<file path="config.mk">
export PLATFORM = sky130hd
export DESIGN_NAME = conv1d_stream_par
export DESIGN_NICKNAME = d
export VERILOG_FILES = /design/src/rtl/conv1d_stream_par.sv
export SDC_FILE = /design/constraint.sdc
export NUM_CORES = 1
export LEC_CHECK = 0
export ABC_AREA = 1
export CORE_ASPECT_RATIO = 0.6
export CORE_MARGIN = 5
export CORE_UTILIZATION = 39
export CTS_CLUSTER_DIAMETER = 200
export DETAILED_ROUTE_END_ITERATION = 6
export SYNTH_ARGS = -nofsm -noshare
export SYNTH_HDL_FRONTEND = slang
export SYNTH_SLANG_ARGS = --single-unit
</file>
<file path="constraint.sdc">
create_clock -name clk -period 17.4 [get_ports clk]
set_input_delay 1.74 -clock clk [delete_from_list [all_inputs] [get_ports clk]]
set_output_delay 1.74 -clock clk [all_outputs]
set_load 0.03 [all_outputs]
</file>
<file path="src/rtl/conv1d_stream_par.sv">
// conv1d_stream_par: streaming valid-mode 1-D convolution with P saturating MAC lanes.
// Define CONV_RELU_EN to clamp negative results to zero before output buffering.
module conv1d_stream_par #(
    parameter int T = 16,
    parameter int N = 32,
    parameter int M = 4,
    parameter int P = 1
) (
    input  logic         clk,
    input  logic         reset,
    input  logic [T-1:0] x_data,
    input  logic         x_valid,
    output logic         x_ready,
    input  logic [T-1:0] f_data,
    input  logic         f_valid,
    output logic         f_ready,
    output logic [T-1:0] y_data,
    output logic         y_valid,
    input  logic         y_ready
);
    localparam int K   = N - M + 1;
    localparam int G   = (K + P - 1) / P;
    localparam int XW  = $clog2(N + 1);
    localparam int FW  = $clog2(M + 1);
    localparam int XIW = (N > 1) ? $clog2(N) : 1;
    localparam int FIW = (M > 1) ? $clog2(M) : 1;
    localparam int GW  = $clog2(G + 1);
    localparam int CW  = $clog2(M + 4);
    localparam int LW  = $clog2(P + 1);
    localparam int AW  = $clog2(G * P + M + 4);

    typedef enum logic [1:0] {S_LOAD, S_COMPUTE, S_DRAIN} state_t;
    typedef logic signed [T-1:0] word_t;

    localparam word_t W_MAX = {1'b0, {(T-1){1'b1}}};
    localparam word_t W_MIN = {1'b1, {(T-1){1'b0}}};

    function automatic word_t sat_mul(input word_t a, input word_t b);
        logic signed [2*T-1:0] p;
        p = (2*T)'(a) * (2*T)'(b);
        if (p[2*T-1:T-1] == '0 || p[2*T-1:T-1] == '1) return p[T-1:0];
        return p[2*T-1] ? W_MIN : W_MAX;
    endfunction

    function automatic word_t sat_add(input word_t a, input word_t b);
        logic signed [T:0] s;
        s = (T+1)'(a) + (T+1)'(b);
        if (s[T] == s[T-1]) return s[T-1:0];
        return s[T] ? W_MIN : W_MAX;
    endfunction

    function automatic word_t relu(input word_t v);
`ifdef CONV_RELU_EN
        return v[T-1] ? '0 : v;
`else
        return v;
`endif
    endfunction

    state_t        state_q, state_d;
    logic [XW-1:0] x_cnt_q, x_cnt_d;
    logic [FW-1:0] f_cnt_q, f_cnt_d;
    logic [GW-1:0] g_q, g_d;
    logic [AW-1:0] base_q, base_d;
    logic [CW-1:0] cyc_q, cyc_d;
    logic [LW-1:0] lane_q, lane_d;
    logic          rd_v_q, rd_v_d;
    logic          prod_v_q, prod_v_d;
    logic          x_ready_q, x_ready_d;
    logic          f_ready_q, f_ready_d;
    logic          y_valid_q, y_valid_d;
    word_t         f_rd_q, f_rd_d;
    word_t         x_rd_q [P];
    word_t         x_rd_d [P];
    word_t         prod_q [P];
    word_t         prod_d [P];
    word_t         acc_q  [P];
    word_t         acc_d  [P];
    word_t         res_q  [P];
    word_t         res_d  [P];
    word_t         x_mem  [P][N];
    word_t         f_mem  [M];
    logic          x_fire, f_fire, y_fire;
    logic          lane_last, grp_last;

    assign x_ready = x_ready_q;
    assign f_ready = f_ready_q;
    assign y_valid = y_valid_q;
    assign y_data  = res_q[0];

    always_comb begin
        x_fire    = x_valid && x_ready_q;
        f_fire    = f_valid && f_ready_q;
        y_fire    = y_valid_q && y_ready;
        lane_last = (lane_q == LW'(P - 1)) ||
                    (base_q + AW'(lane_q) == AW'(K - 1));
        grp_last  = (g_q == GW'(G - 1));
        state_d   = state_q;
        x_cnt_d   = x_cnt_q;
        f_cnt_d   = f_cnt_q;
        g_d       = g_q;
        base_d    = base_q;
        cyc_d     = cyc_q;
        lane_d    = lane_q;
        y_valid_d = y_valid_q;
        res_d     = res_q;
        acc_d     = acc_q;
        rd_v_d    = (state_q == S_COMPUTE) && (cyc_q < CW'(M));
        prod_v_d  = rd_v_q;
        f_rd_d    = (cyc_q < CW'(M)) ? f_mem[cyc_q[FIW-1:0]] : '0;
        // Each lane reads its own copy of x at gP+j+k; out-of-frame lanes read 0.
        for (int j = 0; j < P; j++) begin
            logic [AW-1:0] addr;
            addr      = base_q + AW'(j) + AW'(cyc_q);
            x_rd_d[j] = (addr < AW'(N)) ? x_mem[j][addr[XIW-1:0]] : '0;
            prod_d[j] = sat_mul(x_rd_q[j], f_rd_q);
            if (prod_v_q) acc_d[j] = sat_add(acc_q[j], prod_q[j]);
        end
        unique case (state_q)
            S_LOAD: begin
                if (x_fire) x_cnt_d = x_cnt_q + 1'b1;
                if (f_fire) f_cnt_d = f_cnt_q + 1'b1;
                if (x_cnt_d == XW'(N) && f_cnt_d == FW'(M)) begin
                    state_d = S_COMPUTE;
                    x_cnt_d = '0;
                    f_cnt_d = '0;
                    g_d     = '0;
                    base_d  = '0;
                    cyc_d   = '0;
                    for (int j = 0; j < P; j++) acc_d[j] = '0;
                end
            end
            S_COMPUTE: begin
                cyc_d = cyc_q + 1'b1;
                if (cyc_q == CW'(M + 2)) begin
                    state_d   = S_DRAIN;
                    lane_d    = '0;
                    y_valid_d = 1'b1;
                    for (int j = 0; j < P; j++) res_d[j] = relu(acc_q[j]);
                end
            end
            S_DRAIN: begin
                if (y_fire) begin
                    if (!lane_last) begin
                        lane_d = lane_q + 1'b1;
                        for (int j = 0; j < P - 1; j++) res_d[j] = res_q[j+1];
                    end else begin
                        y_valid_d = 1'b0;
                        if (grp_last) begin
                            state_d = S_LOAD;
                        end else begin
                            state_d = S_COMPUTE;
                            g_d     = g_q + 1'b1;
                            base_d  = base_q + AW'(P);
                            cyc_d   = '0;
                            for (int j = 0; j < P; j++) acc_d[j] = '0;
                        end
                    end
                end
            end
            default: state_d = S_LOAD;
        endcase
        x_ready_d = (state_d == S_LOAD) && (x_cnt_d != XW'(N));
        f_ready_d = (state_d == S_LOAD) && (f_cnt_d != FW'(M));
    end

    always_ff @(posedge clk) begin
        if (x_fire)
            for (int j = 0; j < P; j++) x_mem[j][x_cnt_q[XIW-1:0]] <= x_data;
        if (f_fire) f_mem[f_cnt_q[FIW-1:0]] <= f_data;
    end

    always_ff @(posedge clk) begin
        if (reset) begin
            state_q   <= S_LOAD;
            x_cnt_q   <= '0;
            f_cnt_q   <= '0;
            g_q       <= '0;
            base_q    <= '0;
            cyc_q     <= '0;
            lane_q    <= '0;
            rd_v_q    <= 1'b0;
            prod_v_q  <= 1'b0;
            x_ready_q <= 1'b0;
            f_ready_q <= 1'b0;
            y_valid_q <= 1'b0;
            f_rd_q    <= '0;
            for (int j = 0; j < P; j++) begin
                x_rd_q[j] <= '0;
                prod_q[j] <= '0;
                acc_q[j]  <= '0;
                res_q[j]  <= '0;
            end
        end else begin
            state_q   <= state_d;
            x_cnt_q   <= x_cnt_d;
            f_cnt_q   <= f_cnt_d;
            g_q       <= g_d;
            base_q    <= base_d;
            cyc_q     <= cyc_d;
            lane_q    <= lane_d;
            rd_v_q    <= rd_v_d;
            prod_v_q  <= prod_v_d;
            x_ready_q <= x_ready_d;
            f_ready_q <= f_ready_d;
            y_valid_q <= y_valid_d;
            f_rd_q    <= f_rd_d;
            x_rd_q    <= x_rd_d;
            prod_q    <= prod_d;
            acc_q     <= acc_d;
            res_q     <= res_d;
        end
    end
endmodule

</file>
==> results of run 1 <==
[metal layers]
metal,share of wire,wire [um],track usage,up-vias
met5,0.00019,19,0,-
met4,0.013,1240,0.0270,4
met3,0.10,10100,0.0518,80
met2,0.36,36000,0.234,997
met1,0.52,51700,0.316,12365
li1,-,-,-,12155
[metrics by stage]
stage | utilization | area, um2 | power [uW] | worst slack (ns) | std cells
final | 0.434 | 42600 | 4370 | 10.31 | 5061
after floorplan | - | 38500 | 2630 | 11.38 | 3706
after CTS | 0.434 | 42600 | 4380 | 10.34 | 5058
after detailed placement | 0.412 | 40400 | 2910 | 10.43 | 4945
after global placement | 0.412 | 40400 | 2900 | 10.56 | 4945
after global routing | 0.434 | 42600 | 4610 | 9.81 | 5058
[state kept, by name, indices dropped and copies added, names as in the netlist, 2 cells and up]
| name | count |
|---|---|
| base_q | 6 |
| x_mem | 512 |
| x_cnt_q | 6 |
| y_data | 16 |
| acc_q | 16 |
| prod_q | 16 |
| f_rd_q | 16 |
| f_cnt_q | 3 |
| cyc_q | 3 |
| x_rd_q | 16 |
| g_q | 5 |
| f_mem | 64 |
| state_q | 2 |
[worst max-delay path by stage]
stage	start	endpoint	slack [ns]	cells after the start
finish	f_rd_q[1]	prod_q[1]	10.31	25
floorplan	x_rd_q[15]	prod_q[10]	11.38	30
global route	f_rd_q[1]	prod_q[1]	9.81	25
global placement	f_rd_q[1]	prod_q[3]	10.56	25
CTS	f_rd_q[1]	prod_q[1]	10.34	25
detailed placement	f_rd_q[1]	prod_q[4]	10.43	25
[power by group through the flow]
stage / clock, uW / sequential, uW / combinational [uW]
final: 1470 / 1850 / 1050
after global placement: 0 / 1880 / 1020
after detailed placement: 0 / 1880 / 1030
after global routing: 1570 / 1850 / 1180
after floorplan: 0 / 1860 / 770
after CTS: 1500 / 1850 / 1040
[cell usage in the layout (no fill, tap or decap), types with 8 or more instances in the layout]
| cell | instances |
|---|---|
| sky130_fd_sc_hd__nand2_1 | 623 |
| sky130_fd_sc_hd__clkbuf_16 | 60 |
| sky130_fd_sc_hd__nand2_2 | 12 |
| sky130_fd_sc_hd__nor2_1 | 475 |
| sky130_fd_sc_hd__dfxtp_1 | 111 |
| sky130_fd_sc_hd__o211ai_1 | 13 |
| sky130_fd_sc_hd__mux2i_1 | 64 |
| sky130_fd_sc_hd__nand3b_1 | 9 |
| sky130_fd_sc_hd__clkinv_1 | 8 |
| sky130_fd_sc_hd__buf_4 | 50 |
| sky130_fd_sc_hd__nand4_1 | 16 |
| sky130_fd_sc_hd__a21oi_1 | 104 |
| sky130_fd_sc_hd__fa_1 | 263 |
| sky130_fd_sc_hd__edfxtp_1 | 576 |
| sky130_fd_sc_hd__nor3_1 | 8 |
| sky130_fd_sc_hd__nor2_2 | 29 |
| sky130_fd_sc_hd__xnor2_1 | 14 |
| sky130_fd_sc_hd__o221ai_1 | 64 |
| sky130_fd_sc_hd__bufinv_16 | 13 |
| sky130_fd_sc_hd__nand3_1 | 126 |
| sky130_fd_sc_hd__clkdlybuf4s50_1 | 54 |
| sky130_fd_sc_hd__o32ai_1 | 64 |
| sky130_fd_sc_hd__inv_1 | 529 |
| sky130_fd_sc_hd__a21oi_2 | 10 |
| sky130_fd_sc_hd__o21ai_0 | 210 |
| sky130_fd_sc_hd__xor2_1 | 32 |
| sky130_fd_sc_hd__ha_1 | 115 |
| sky130_fd_sc_hd__clkbuf_1 | 12 |
| sky130_fd_sc_hd__clkinv_2 | 11 |
[worst min-delay path, cell delays in order, from the launching register on]
cell and delay (ns):
sky130_fd_sc_hd__dfxtp_1 0.30, sky130_fd_sc_hd__inv_1 0.05, sky130_fd_sc_hd__nor2_1 0.04
[kinds of logic (layout without fill, tap and decap cells)]
| family | Yosys count | after routing |
|---|---|---|
| AOI/OAI and AO/OA | 478 | 478 |
| xor gates and xnor gates | 48 | 48 |
| adders and majority gates | 380 | 380 |
| buffers and inverters | 727 | 760 |
| DFF | 687 | 687 |
| muxes | 64 | 64 |
| other | 0 | 3 |
| and+or+nand+nor | 1322 | 1322 |
[final cells by class]
| cell class | instances | area, um2 | share of cell area |
|---|---|---|---|
| Antenna cell | 3 | 7.51 | 0.000176 |
| Clock buffer | 74 | 1570 | 0.0370 |
| Clock inverter | 39 | 583 | 0.0137 |
| Inverter | 541 | 2040 | 0.0479 |
| Multi-Input combinational cell | 2292 | 16300 | 0.382 |
| Sequential cell | 687 | 19500 | 0.459 |
| Tap cell | 1319 | 1650 | 0.0388 |
| Timing Repair Buffer | 106 | 941 | 0.0221 |
==> Implementation_results.wiki, run 1 <==
{| class="wikitable"
! Metric !! Value
|-
| Tcrit/Tclk final || 0.407
|-
| Filler instances || 9208
|-
| CTS tree || done
|-
| Fraction of the yosys area taken by sequential cells || 0.507
|-
| Transition time at the pin with the least slew margin || 1.25 ns
|-
| Count of unique library cells instantiated by Yosys || 47
|-
| Terminus of the critical flop-to-flop path || prod_q[1]
|-
| Max stage delay on crit path || 0.76 ns
|-
| Flip-flop and latch count after synthesis || 687
|-
| Maximum fanout encountered on the critical timing path || 16
|-
| Mean area per synthesized cell || 10.4 um2
|-
| Power density relative to cell area || 103 nW/um2
|-
| Design internal power || 3020 uW
|-
| Final hold violation count || 0
|-
| Clk pwr share || 0.337
|-
| Die area || between 100000 and 150000 um2
|-
| Maximum operating frequency || 0.141 GHz
|-
| Aggregate global routing overflow || 0
|-
| Clock-pin slew of the registers on the worst-case setup and hold paths || 0.07 ns
|-
| Most used flip-flop cell after synthesis || sky130_fd_sc_hd__edfxtp_1
|-
| Simple-Gate Fraction of Synth Area || 0.140
|-
| Initial antenna violation count || 3
|-
| Min Hold Slack || 0.426 ns
|-
| Worst slew slack as a fraction of its limit || 0.169
|-
| Cell depth of the worst hold path || 2
|-
| Comb pwr share || 0.239
|-
| Crit-path slowest cell || sky130_fd_sc_hd__dfxtp_1
|-
| Launch instance of the worst register-to-register path || f_rd_q[1]
|-
| Critical path startpoint category || flop
|-
| Shortest period the worst path allows || between 7 and 8 ns
|-
| Synthesized-area fraction occupied by xor and xnor cells || 0.0109
|-
| Per-cell via count in the routed design || 5.06
|-
| Row count || 89
|-
| Worst Path Arrival || 7.60 ns
|-
| Cell taking the most area after synthesis || sky130_fd_sc_hd__edfxtp_1
|-
| Ranking of synthesized cells by area || sky130_fd_sc_hd__edfxtp_1 45%, sky130_fd_sc_hd__fa_1 14%, sky130_fd_sc_hd__nand2_1 6.1%
|-
| Setup repair bufs after CTS || 0
|-
| Buffers and inverters on the worst path || 6
|-
| Final routed wire length divided by cell count || 19.6 um
|-
| Number of cells produced by synthesis || 3706
|-
| Vias in the first global route || 24452
|-
| Detailed-placement wirelength estimate || between 60000 and 70000 um
|-
| Clock root buffer || sky130_fd_sc_hd__clkbuf_16
|-
| Cell class contributing the biggest share of worst-path delay || adder cells
|-
| Number of H-tree levels || 2
|-
| Final wirelength || 99000 um
|-
| Top post-synthesis cells by count || 623 x sky130_fd_sc_hd__nand2_1, 576 x sky130_fd_sc_hd__edfxtp_1, 530 x sky130_fd_sc_hd__inv_1
|-
| Post-synthesis share of cell area spent on full adders, half adders and majority gates || 0.175
|-
| Hold-fix buffer count after cts || 0
|-
| Number of nets with antenna violations after routing || 0
|-
| Share of power burned in registers || 0.423
|-
| Number of sinks handled by clock tree synthesis || 687
|-
| Global-route wire length before repair || 153000 um
|-
| Fraction of the mapped netlist area in compound gates || 0.0773
|-
| Element type at the critical path end || flop
|-
| Start point of the worst min-delay path || prod_v_d
|-
| Fraction of layout cells with a size suffix above 1 || 0.0612
|-
| Final setup viols || 0
|-
| Hold endpoint || prod_v_q
|-
| Share of the synthesized area in the top cell type || 0.450
|-
| Number of synthesized flops with an enable pin || approximately 580
|-
| Area of the mapped netlist || 38500 um2
|-
| Fraction of registers with async set/reset || 0
|-
| X dimension of the die || 415 um
|-
| Largest family of logic cells by synthesized area || adder cells
|-
| Synthesized netlist net count || between 4000 and 5000
|-
| Crit Path Class || flop to flop
|-
| Warning count from the yosys run || 0
|-
| Unrepaired setup endpoints after global routing || no
|-
| Boundary Pins || 56
|-
| Static leakage || between 0.015 and 0.02 uW
|-
| Reg2Reg Setup Slack || 10.31 ns
|-
| Clock Tree Buf Depth || 3
|-
| Class of the tightest hold or removal check || flop to flop
|-
| R2R depth || 25
|-
| Core area || 98100 um2
|-
| Count of instances resized after the clock tree is built || 0
|-
| Port-buffer cells || 55
|-
| Psw || ~1300 uW
|-
| Required arrival time at the worst endpoint || about 18 ns
|-
| Fraction of synthesized area in multiplexers || 0.0167
|-
| Max-cap violations || 0
|-
| Worst vdd ir || 0.0781 mV
|-
| Switching power share of the total || 0.309
|-
| Starting utilization of the core area || 0.392
|-
| Pin count of the biggest net entering global routing || 156
|-
| Routed via count || 25601
|-
| Clock buffer count from CTS || 60
|-
| Max-slew violation total from the final report || 0
|-
| Total global routing track utilization || 0.187
|-
| Most frequently used cell type in the post-synthesis netlist || sky130_fd_sc_hd__nand2_1
|-
| DRC violations left || 0
|-
| Outcome || finished, final reports clean
|-
| Clock insertion delay at the later pin of the skew report || 0.67 ns
|-
| Sum of negative setup slack || 0 ns
|-
| GPL Wtd Cong || 0.881
|-
| Number of iterations in the first detailed-routing pass || 6
|-
| Maximum clock skew at final layout || 0.0873 ns
|-
| Total number of nets in the final design || roughly 4100
|-
| Chip Height || roughly 250 um
|-
| Synthesis-to-layout area growth || 10.7%
|-
| Number of design-rule violations left by the first detailed-router iteration || 2706
|}
(Power assumes the default switching activity.)
==> run 2, diff against run 1 <==
clock period = 6.2 ns   (was 17.4 ns; I/O delays follow)
==> Implementation_results.wiki, run 2 (synthesis results as in run 1) <==
{| class="wikitable"
! Metric !! Value
|-
| Max FFs per register || 512
|-
| Routed via count || 26253
|-
| Class of the tightest hold or removal check || flop to flop
|-
| Row count || a little under 90
|-
| Placed standard-cell area || between 40000 and 50000 um2
|-
| Total length of routed met3 wires || 9210 um
|-
| Boundary Pins || 56
|-
| Static leakage || ~0.018 uW
|-
| Flip-flop and latch area || just under 20000 um2
|-
| Maximum clock skew at final layout || around 0.056 ns
|-
| Min Hold Slack || around 0.41 ns
|-
| Detailed-placement wirelength estimate || around 70000 um
|-
| X dimension of the die || 415 um
|-
| Final setup viols || 15
|-
| Worst Path Arrival || just under 7 ns
|-
| Core area || 98100 um2
|-
| Total global routing track utilization || 0.187
|-
| Dpl cells || 5072
|-
| Final hold violation count || 0
|-
| Length of routed met2 wiring || 37600 um
|-
| Unrepaired setup endpoints after global routing || yes
|-
| Number of standard cells in the layout, taps in and fillers out || 5204
|-
| Required arrival time at the worst endpoint || between 6 and 7 ns
|-
| Chip Height || 253 um
|-
| Number of nets with antenna violations after routing || 0
|-
| Outcome || finished, violations left
|-
| Clock insertion delay at the later pin of the skew report || 0.67 ns
|-
| Cell area after layout || 44500 um2
|-
| Area of the multi-input gates || 16700 um2
|-
| Hold endpoint || prod_v_q
|-
| Shortest period the worst path allows || 6.27 ns
|-
| Launch instance of the worst register-to-register path || x_rd_q[15]
|-
| Synthesis-to-layout area growth || 15.6%
|-
| Hold-fix buffer count after cts || 0
|-
| Start point of the worst min-delay path || prod_v_d
|-
| Top metal layer carrying routed signals || met5
|-
| Final wirelength || 99500 um
|-
| Maximum operating frequency || about 0.16 GHz
|-
| Power density relative to cell area || 303 nW/um2
|-
| Maximum fanout encountered on the critical timing path || 8
|-
| Number of iterations in the first detailed-routing pass || 5
|-
| Number of design-rule violations left by the first detailed-router iteration || 2883
|-
| Pin count of the biggest net entering global routing || 170
|-
| CTS tree || done
|-
| Max-cap violations || 0
|-
| Filler instances || 9047
|-
| Critical path startpoint category || flop
|-
| WL met1 || 51400 um
|-
| Vias in the first global route || 25391
|-
| Clock root buffer || sky130_fd_sc_hd__clkbuf_16
|-
| Clock Tree Buf Depth || 3
|-
| Per-cell via count in the routed design || a little over 5
|-
| Global-route wire length before repair || 154000 um
|-
| Number of sinks handled by clock tree synthesis || 687
|-
| Starting utilization of the core area || 0.392
|-
| Final routed wire length divided by cell count || around 19 um
|-
| Commonest cells after routing, fill and taps aside || 596 x sky130_fd_sc_hd__nand2_1, 576 x sky130_fd_sc_hd__edfxtp_1, 521 x sky130_fd_sc_hd__inv_1
|-
| GPL Wtd Cong || 0.894
|-
| Clock-pin slew of the registers on the worst-case setup and hold paths || 0.07 ns
|-
| Crit Path Class || flop to flop
|-
| Origin of the worst setup path || x_rd_q[15]
|-
| Transition time at the pin with the least slew margin || 1.33 ns
|-
| Overall power after layout || 13500 uW
|-
| Worst slew slack as a fraction of its limit || 0.109
|-
| Element type at the critical path end || flop
|-
| Violated checks || negative setup slack
|-
| Commonest non-fill, non-tap cell in the layout || sky130_fd_sc_hd__nand2_1
|-
| Terminus of the critical flop-to-flop path || prod_q[7]
|-
| Total number of nets in the final design || 4248
|-
| Number of H-tree levels || 2
|-
| Die area || 105000 um2
|-
| Port-buffer cells || 55
|-
| Tcrit/Tclk final || 1.01
|-
| Cell depth of the worst hold path || 2
|-
| Reg2Reg Setup Slack || -0.07 ns
|-
| Crit path setup slack, layout || -0.0687 ns
|-
| Clock buffer count from CTS || 61
|-
| R2R depth || 27
|-
| Max-slew violation total from the final report || 0
|-
| DRC violations left || 0
|-
| Aggregate global routing overflow || 0
|-
| Initial antenna violation count || 4
|-
| Worst vdd ir || 0.215 mV
|-
| Fraction of layout cells with a size suffix above 1 || 0.123
|}
==> run 2: what timing repair did <==
item	4_1_cts	5_1_grt
endpoints found under the setup margin	15	15
setup buffers	6	9
resized for setup	44	108
pin swaps	22	43
gates cloned	2	0
==> run 2: report_power, final <==
group / leakage [uW] / internal (uW) / switching [uW]
combinational: 0.0111 / 1790 / 2430
sequential: 0.00610 / 5080 / 59.7
clock: 0.00106 / 2330 / 1790
==> run 2: routing by layer <==
metal | up-vias | global-route usage
met5 | - | 0
met4 | 4 | 0.0268
met3 | 93 | 0.0470
met2 | 903 | 0.247
met1 | 12788 | 0.308
li1 | 12465 | -
==> run 2: worst max-delay path by stage <==
stage	to	slack [ns]	cells after the start
5_1_grt	prod_q[1]	-0.29	29
6_report	prod_q[7]	-0.07	27
3_3_place_gp	prod_q[0]	-0.30	24
2_1_floorplan	prod_q[6]	0.18	30
3_5_place_dp	prod_q[1]	-0.38	24
4_1_cts	prod_q[1]	0.0002	31
==> run 2: layout make-up <==
class | instances | share of cell area
antenna | 2 | 0.000113
clock buffer | 73 | 0.0377
clock inverter | 42 | 0.0115
inverter | 541 | 0.0460
multi-input combinational | 2293 | 0.377
sequential | 687 | 0.440
tap | 1319 | 0.0371
timing repair buffer | 247 | 0.0514
==> run 2: metrics by stage <==
step	setup TNS (ns)	utilization	setup slack, ns
floorplan	0	-	0.176
finish	-0.621	0.453	-0.0687
CTS	0	0.449	0.000191
global route	-3.86	0.453	-0.287
global placement	-4.01	0.424	-0.303
detailed placement	-5.17	0.424	-0.381
==> run 2: worst max-delay path, stage by stage, from the launching register on <==
cell and delay, ns:
sky130_fd_sc_hd__dfxtp_4 0.39, sky130_fd_sc_hd__nand2_4 0.08, sky130_fd_sc_hd__inv_4 0.03, sky130_fd_sc_hd__fa_1 0.57, sky130_fd_sc_hd__inv_2 0.05, sky130_fd_sc_hd__fa_1 0.55, sky130_fd_sc_hd__clkinvlp_4 0.22, sky130_fd_sc_hd__buf_6 0.19
sky130_fd_sc_hd__buf_6 0.10, sky130_fd_sc_hd__fa_1 0.46, sky130_fd_sc_hd__fa_1 0.52, sky130_fd_sc_hd__inv_2 0.05, sky130_fd_sc_hd__fa_1 0.54, sky130_fd_sc_hd__inv_2 0.04, sky130_fd_sc_hd__fa_1 0.60, sky130_fd_sc_hd__ha_4 0.25
sky130_fd_sc_hd__nand2_4 0.09, sky130_fd_sc_hd__buf_6 0.10, sky130_fd_sc_hd__nor2_4 0.03, sky130_fd_sc_hd__a21oi_2 0.16, sky130_fd_sc_hd__o21ai_2 0.09, sky130_fd_sc_hd__a21oi_2 0.20, sky130_fd_sc_hd__nand3b_1 0.20, sky130_fd_sc_hd__nand2_4 0.08
sky130_fd_sc_hd__buf_6 0.13, sky130_fd_sc_hd__nor2_4 0.28, sky130_fd_sc_hd__a21oi_2 0.06, sky130_fd_sc_hd__nor2_2 0.11
==> run 3, diff against run 2 <==
GPL_ROUTABILITY_DRIVEN = 1   (was unset)
clock period = 6.4 ns   (was 6.2 ns; I/O delays follow)
==> Implementation_results.wiki, run 3 (synthesis results as in run 1) <==
{| class="wikitable"
! Metric !! Value
|-
| Per-cell via count in the routed design || 5.09
|-
| Clock root buffer || sky130_fd_sc_hd__clkbuf_16
|-
| Die area || 105000 um2
|-
| Maximum clock skew at final layout || 0.0556 ns
|-
| Core area || between 90000 and 100000 um2
|-
| Transition time at the pin with the least slew margin || around 1.3 ns
|-
| Detailed-placement wirelength estimate || 69300 um
|-
| Total global routing track utilization || 0.186
|-
| Worst slew slack as a fraction of its limit || 0.125
|-
| Number of H-tree levels || 2
|-
| Crit Path Class || flop to flop
|-
| Element type at the critical path end || flop
|-
| Row count || 89
|-
| Switching power share of the total || 0.316
|-
| Initial antenna violation count || 3
|-
| Chip Height || 253 um
|-
| Shortest period the worst path allows || 6.18 ns
|-
| Fraction of layout cells with a size suffix above 1 || 0.101
|-
| Critical path startpoint category || flop
|-
| Max-cap violations || 0
|-
| Maximum fanout encountered on the critical timing path || 15
|-
| Total number of nets in the final design || 4210
|-
| Share of power burned in registers || 0.408
|-
| Power density relative to cell area || 280 nW/um2
|-
| CTS tree || done
|-
| Psw || between 3000 and 4000 uW
|-
| Hold-fix buffer count after cts || 0
|-
| Final core occ || 0.445
|-
| Starting utilization of the core area || 0.392
|-
| Final routed wire length divided by cell count || 19.1 um
|-
| X dimension of the die || 415 um
|-
| Static leakage || 0.0179 uW
|-
| Overall power after layout || roughly 12000 uW
|-
| Outcome || finished, final reports clean
|-
| Clock-pin slew of the registers on the worst-case setup and hold paths || 0.07 ns
|-
| Crit path setup slack, layout || 0.221 ns
|-
| Global-route wire length before repair || ~150000 um
|-
| Synthesis-to-layout area growth || 13.4%
|-
| Dpl cells || a little over 5000
|-
| Number of nets with antenna violations after routing || 0
|-
| DRC violations left || 0
|-
| Final hold violation count || 0
|-
| Boundary Pins || 56
|-
| Required arrival time at the worst endpoint || approximately 6.9 ns
|-
| Number of iterations in the first detailed-routing pass || 5
|-
| Cell area after layout || 43600 um2
|-
| Class of the tightest hold or removal check || flop to flop
|-
| Worst Path Arrival || 6.67 ns
|-
| Clk pwr share || 0.301
|-
| Dpl ws || -0.144 ns
|-
| Aggregate global routing overflow || 0
|-
| Final wirelength || 98700 um
|-
| Placed standard-cell area || 41300 um2
|-
| Final setup viols || 0
|-
| Number of standard cells in the layout, taps in and fillers out || about 5200
|-
| Max-slew violation total from the final report || 0
|-
| GPL Wtd Cong || 0.889
|-
| Vias in the first global route || 25413
|-
| Routed via count || 26263
|-
| Design internal power || 8370 uW
|-
| Commonest cells after routing, fill and taps aside || 612 x sky130_fd_sc_hd__nand2_1, 576 x sky130_fd_sc_hd__edfxtp_1, 525 x sky130_fd_sc_hd__inv_1
|-
| Port-buffer cells || 55
|-
| Clock insertion delay at the later pin of the skew report || ~0.66 ns
|-
| Commonest non-fill, non-tap cell in the layout || sky130_fd_sc_hd__nand2_1
|-
| Number of sinks handled by clock tree synthesis || 687
|-
| Number of design-rule violations left by the first detailed-router iteration || ~2600
|-
| Maximum operating frequency || around 0.16 GHz
|-
| Max FFs per register || 512
|-
| Clock Tree Buf Depth || 3
|-
| Tcrit/Tclk final || 0.965
|-
| Clock buffer count from CTS || 61
|-
| Pin count of the biggest net entering global routing || 133
|-
| Worst vdd ir || 0.223 mV
|-
| Filler instances || a little over 9000
|-
| Comb pwr share || 0.291
|}
-- run 3: cell type report --
cell class | count | area, um2 | share of cell area
Inverter | 541 | 2040 | 0.0468
Clock buffer | 78 | 1630 | 0.0373
Multi-Input combinational cell | 2293 | 16500 | 0.379
Clock inverter | 33 | 330 | 0.00757
Sequential cell | 687 | 19500 | 0.448
Timing Repair Buffer | 209 | 1890 | 0.0434
Antenna cell | 1 | 2.50 | 0.0000574
Tap cell | 1319 | 1650 | 0.0378
-- run 3: routing by layer --
metal / up-vias / GRT usage / wire length [um]
met1: 12844 / 0.300 / 49400
met2: 943 / 0.247 / 37700
met5: - / 0.00535 / 111
met3: 94 / 0.0522 / 10200
met4: 6 / 0.0302 / 1300
li1: 12376 / - / -
-- run 3: path summary, 6_finish.rpt --
check             start         to  slack (ns)  cells past startpoint
max reg2reg  x_rd_q[15]  prod_q[8]        0.22                     27
min            prod_v_d   prod_v_q        0.41                      2
max          x_rd_q[15]  prod_q[8]        0.22                     27
min reg2reg    prod_v_d   prod_v_q        0.41                      2
-- run 3: power by group through the flow --
stage	sequential (uW)	combinational [uW]	clock, uW
2_1_floorplan	5040	2090	0
3_3_place_gp	5080	3140	0
3_5_place_dp	5080	3160	0
4_1_cts	4990	3180	3740
5_1_grt	4990	3980	3940
6_report	4990	3560	3690
-- run 3: what timing repair did --
action / 4_1_cts / 5_1_grt
gates cloned: 0 / 1
pin swaps: 0 / 20
setup buffers: 0 / 4
endpoints found under the hold margin: 0 / 0
endpoints found under the setup margin: 15 / 15
gates resized for setup: 1 / 97
-- run 3: critical path: stages (launching register included) --
cell,delay [ns]
sky130_fd_sc_hd__dfxtp_4,0.37
sky130_fd_sc_hd__nand2_1,0.08
sky130_fd_sc_hd__inv_1,0.06
sky130_fd_sc_hd__fa_1,0.52
sky130_fd_sc_hd__inv_1,0.06
sky130_fd_sc_hd__fa_1,0.55
sky130_fd_sc_hd__clkinvlp_4,0.20
sky130_fd_sc_hd__buf_6,0.17
sky130_fd_sc_hd__fa_1,0.57
sky130_fd_sc_hd__inv_2,0.06
sky130_fd_sc_hd__fa_1,0.47
sky130_fd_sc_hd__inv_1,0.05
sky130_fd_sc_hd__fa_1,0.57
sky130_fd_sc_hd__fa_1,0.48
sky130_fd_sc_hd__ha_4,0.33
sky130_fd_sc_hd__nand2_1,0.08
sky130_fd_sc_hd__nor2_2,0.11
sky130_fd_sc_hd__nand2_1,0.09
sky130_fd_sc_hd__o21ai_1,0.15
sky130_fd_sc_hd__a21oi_1,0.06
sky130_fd_sc_hd__buf_4,0.14
sky130_fd_sc_hd__nand3b_1,0.21
sky130_fd_sc_hd__nand2_4,0.12
sky130_fd_sc_hd__buf_4,0.11
sky130_fd_sc_hd__nand2_2,0.06
sky130_fd_sc_hd__buf_12,0.15
sky130_fd_sc_hd__a21oi_2,0.15
sky130_fd_sc_hd__nor2_2,0.04
-- run 3: stage by stage --
stage / setup TNS, ns / hold WS (ns)
after floorplan: 0 / 0.388
after global placement: -0.808 / 0.410
after detailed placement: -1.57 / 0.406
final: 0 / 0.408
after CTS: 0 / 0.415
after global routing: -0.0868 / 0.433
